File: src/rtl/mux4_rr_arbiter.sv
// Purpose : round-robin burst arbiter sharing one 32-bit 4:1 mux channel between four requesters.
// Latency : req -> grant/sel one cycle; a release always costs one idle bubble cycle before the next grant.
// Backpres: out_ready=0 holds the current owner indefinitely with no beat counted.
//
// Ports:
//   Clk, Reset    rising-edge clock, synchronous active-high reset
//   req[3:0]      requester i has a valid beat on mux input i
//   out_ready     downstream accepts the beat this cycle
//   grant[3:0]    registered one-hot owner, zero when idle
//   sel[1:0]      registered mux select, index of the grant bit (held while idle)
//   out_valid     owner currently presents a beat
//   ack[3:0]      one-hot beat-accepted pulse to the owner
//   busy          registered, high while a grant is held
module mux4_rr_arbiter #(
  parameter int MAX_BURST = 4,
  parameter int CNT_W     = 8
) (
  input  logic       Clk,
  input  logic       Reset,
  input  logic [3:0] req,
  input  logic       out_ready,
  output logic [3:0] grant,
  output logic [1:0] sel,
  output logic       out_valid,
  output logic [3:0] ack,
  output logic       busy
);

  localparam logic [0:0] S_IDLE  = 1'b0;
  localparam logic [0:0] S_GRANT = 1'b1;

  logic [0:0]       state_q, state_d;
  logic [3:0]       grant_q, grant_d;
  logic [1:0]       sel_q, sel_d;
  logic             busy_q, busy_d;
  logic [CNT_W-1:0] count_q, count_d;
  logic [1:0]       ptr_q, ptr_d;

  logic             win_vld;
  logic [1:0]       win_idx;
  logic [1:0]       cand;
  logic             beat;
  logic             last_beat;

  // A beat moves only when the owner has data and the consumer takes it.
  assign beat      = (|(grant_q & req)) & out_ready;
  assign last_beat = beat && ((count_q + CNT_W'(1)) == CNT_W'(MAX_BURST));

  assign grant     = grant_q;
  assign sel       = sel_q;
  assign busy      = busy_q;
  assign out_valid = |(grant_q & req);
  // The edge that samples Reset discards any in-flight beat, so no ack is shown for it.
  assign ack       = (grant_q & req & {4{out_ready}}) & {4{~Reset}};

  // First requester found searching upward from ptr, wrapping 3 -> 0.
  always_comb begin
    win_vld = 1'b0;
    win_idx = ptr_q;
    cand    = '0;
    for (int k = 0; k < 4; k++) begin
      cand = ptr_q + 2'(k);
      if (!win_vld && req[cand]) begin
        win_vld = 1'b1;
        win_idx = cand;
      end
    end
  end

  always_comb begin
    state_d = state_q;
    grant_d = grant_q;
    sel_d   = sel_q;
    busy_d  = busy_q;
    count_d = count_q;
    ptr_d   = ptr_q;
    case (state_q)
      S_IDLE: begin
        if (win_vld) begin
          grant_d = 4'b0001 << win_idx;
          sel_d   = win_idx;
          count_d = '0;
          busy_d  = 1'b1;
          state_d = S_GRANT;
        end
      end
      S_GRANT: begin
        // Release on burst exhaustion or owner withdrawal; sel is left alone.
        if (!req[sel_q] || last_beat) begin
          grant_d = '0;
          busy_d  = 1'b0;
          count_d = '0;
          ptr_d   = sel_q + 2'd1;
          state_d = S_IDLE;
        end else if (beat) begin
          count_d = count_q + CNT_W'(1);
        end
      end
      default: begin
        state_d = S_IDLE;
        grant_d = '0;
        busy_d  = 1'b0;
        count_d = '0;
      end
    endcase
  end

  always_ff @(posedge Clk) begin
    if (Reset) begin
      state_q <= S_IDLE;
      grant_q <= '0;
      sel_q   <= 2'b00;
      busy_q  <= 1'b0;
      count_q <= '0;
      ptr_q   <= 2'b00;
    end else begin
      state_q <= state_d;
      grant_q <= grant_d;
      sel_q   <= sel_d;
      busy_q  <= busy_d;
      count_q <= count_d;
      ptr_q   <= ptr_d;
    end
  end

endmodule

File: config.mk
export PLATFORM = sky130hd
export DESIGN_NAME = mux4_rr_arbiter
export DESIGN_NICKNAME = d
export VERILOG_FILES = /design/src/rtl/mux4_rr_arbiter.sv
export SDC_FILE = /design/constraint.sdc
export NUM_CORES = 1
export LEC_CHECK = 0
export CAP_MARGIN = 20
export CORE_UTILIZATION = 45
export CTS_BUF_LIST = sky130_fd_sc_hd__clkbuf_8
export DETAILED_ROUTE_END_ITERATION = 10
export PLACE_DENSITY = 0.73
export SYNTH_ARGS = -nofsm -noshare
export SYNTH_HDL_FRONTEND = slang
export SYNTH_SLANG_ARGS = --single-unit
export TNS_END_PERCENT = 50
File: constraint.sdc
create_clock -name Clk -period 3.1 [get_ports Clk]
set_input_delay 0.465 -clock Clk [delete_from_list [all_inputs] [get_ports Clk]]
set_output_delay 0.465 -clock Clk [all_outputs]
set_load 0.05 [all_outputs]
==> key figures <==
Logic synthesis
  • Simple-gate area share of the yosys netlist: 0.305
  • Synth area leader: dfxtp_1
  • Top FF cell, synth: dfxtp_1
  • Synth Area in Adders: 0.0198
  • Post-synthesis xor/xnor area fraction: 0.0139
  • Largest family of logic cells by synthesized area: compound AO/OA/AOI/OAI gates
  • Synth cell count leaders: dfxtp_1 (18), a21oi_1 (16), nand2_1 (14), nor2_1 (14), nand3_1 (8)
  • Area contributors post-synth: dfxtp_1 (29%), a21oi_1 (6.3%), a211oi_1 (4.2%)
  • Post-synth EDFFs: 0
  • Synthesized area per cell: 8.31 sq um
  • Yosys warns: 0
  • Top-count cell post-synth: dfxtp_1
  • Ys async rst share: 0
  • Cells after Synth: 152
  • Register area share after synthesis: 0.285
  • Syn_nets: 161
  • Mapped Area: 1260 sq um
  • Post-synthesis compound-gate area fraction: 0.314
  • Synth top area share: 0.285
  • Seq cells post-synth: 18
  • Mux cell area share after synthesis: 0.0287
  • Yosys cell types: 49

Routing
  • Drt pass-1 iters: 4
  • Initial drt markers: 48
  • Drc violations: 0
  • Via density: 6.48
  • ANT nets after route: 0
  • Final WL: roughly 3300 um
  • Drt wl/cell: 16.3 um
  • Detailed-route via count: 1295

Timing
  • Slew Viols, Final: 0
  • Setup TNS Final: 0 ns
  • F_max: 0.369 GHz
  • Period utilization: 0.873
  • Slew Limit Headroom: 0.668
  • Clk_skew: 0.00235 ns
  • Count of final hold-check violations: 0
  • Period minus WS final: approximately 2.7 ns
  • Worst Tran Pin Value: 0.497 ns
  • Setup violators final: 0
  • RSZ-0062 raised after global routing: false

GRT
  • Global route overflow: 0
  • Met2 GRT Util: 0.363
  • GR peak layer: met2
  • First-pass GRT wire length: 5240 um
  • GRT Total Usage: 0.244
  • Met3 usage: 0.0246
  • Largest net degree at the start of global routing: 21
  • Number of global-route vias before repair: 1159
  • Antenna violations before repair: 0
  • Met1 Usage GRT: 0.351

Placed design
  • Final Wtd Congestion: roughly 0.82
  • DPL Wire Length: 2390 um
  • DP Cell Count: 196
  • Buffers on Ports: 18

Worst setup path
  • Crit Path Class: in2out
  • Crit path max fanout: 8
  • R2R cell count: 6
  • RR Endpoint: ptr_q[0]
  • R2r startpoint: count_q[0]
  • Worst Path Required: 2.63 ns
  • Worst setup EP type: output pin
  • CP Data Arrival Time: 2.24 ns
  • CP Launch Type: primary input
  • R2R Setup Slk: 1.04 ns

Clocking
  • CTS tree: yes
  • Skew-Pair Late Insertion Delay: roughly 0.26 ns
  • CTS sink cnt: 18
  • CTS resizes: 0
  • Hold_buf cts: 0
  • CTS root buf: clkbuf_8
  • Reg clk slew, reported paths: 0.07 ns
  • CTS Buf Count: 3
  • H-tree depth: 1
  • CTS max path bufs: 2
  • Setup Buffers After CTS: 0

Die
  • Num rows: 18
  • Top-Level Pins: 19
  • Starting density of the core: 0.492
  • DIE HEIGHT: 55.0 um
  • Area of the core: 2570 sq um
  • Die width: 55.0 um
  • Die area: 3020 sq um

Power and ir drop
  • Pleak: 0.491 nW
  • VDD IR max: 0.375 mV
  • Power density cells: 414 nW/um^2

Outcome
  • Status: completed

Min path
  • Hold Path Depth: 2
  • Hold Crit Class: reg2reg
  • Hold EP: busy
  • Worst hold path startpoint: busy

Final layout
  • Fin nets: 180
  • Layout cell share with drive strength beyond 1: 0.153
  • Non-Filler Instances: 200
  • Number of diodes: 0
  • Area Overhead vs Synth: 19.6%

Job
  • Max cap viols: 0
[power by group]
part / switching [mW] / internal [mW] / leakage (nW)
Sequential: 0.0187 / 0.243 / 0.146
Clock: 0.0856 / 0.113 / 0.0288
Combinational: 0.104 / 0.0605 / 0.316
[sequential cells by signal, indices dropped and copies added (netlist names)]
name,flops
busy,1
count_q,8
grant,4
ptr_q,2
sel,2
state_q,1
[critical path, cell delays in order]
cell and delay, ns:
clkdlybuf4s50_1 0.66, nand2_1 0.18, nand4_1 0.13, clkdlybuf4s50_1 0.81
[stage by stage]
step	hold slack, ns	utilization	power (mW)	worst slack [ns]	area (sq um)
after floorplan	0.483	-	0.376	1.12	1260
final	0.518	0.588	0.625	0.394	1510
after global placement	0.493	0.567	0.424	0.452	1460
after global routing	0.534	0.588	0.647	0.307	1510
after detailed placement	0.511	0.567	0.428	0.396	1460
after CTS	0.524	0.588	0.626	0.398	1510
[cell families after synthesis]
group | Yosys count
and+or+nand+nor | 67
AOI/OAI and AO/OA | 51
DFF | 18
buffers and inverters | 10
xor gates and xnor gates | 2
muxes | 2
adders and majority gates | 2
[per-layer routing]
metal | vias to the layer above | part of all wire
met2 | 54 | 0.45
met3 | 7 | 0.063
met1 | 613 | 0.47
met5 | - | 0
met4 | 0 | 0.019
li1 | 621 | -
[layout make-up]
cell class	count	area [sq um]
fill	240	1060
multi-input combinational	124	861
sequential	18	360
timing repair buffer	19	178
clock buffer	4	55.1
tap	30	37.5
inverter	5	18.8
[how the worst max path moves through the flow]
stage | startpoint | to | depth (start not counted)
3_5_place_dp | req[1] | out_valid | 4
2_1_floorplan | grant[0] | ack[0] | 2
3_3_place_gp | req[1] | out_valid | 4
5_1_grt | req[3] | out_valid | 4
6_report | req[1] | out_valid | 4
4_1_cts | req[3] | out_valid | 4
[layout by cell type, fill, tap and decap left out, types with 3 or more instances in the layout]
| cell type | count |
|---|---|
| nand2_1 | 14 |
| nor2b_1 | 5 |
| a211oi_1 | 7 |
| o21ai_2 | 4 |
| dfxtp_1 | 18 |
| clkdlybuf4s50_1 | 14 |
| nand4_1 | 5 |
| clkbuf_8 | 4 |
| a21oi_1 | 16 |
| buf_4 | 5 |
| inv_1 | 4 |
| nand2b_1 | 5 |
| nor3_1 | 3 |
| nor2_1 | 14 |
| nand3_1 | 8 |
Note: power is estimated with default switching activity, not from simulation.
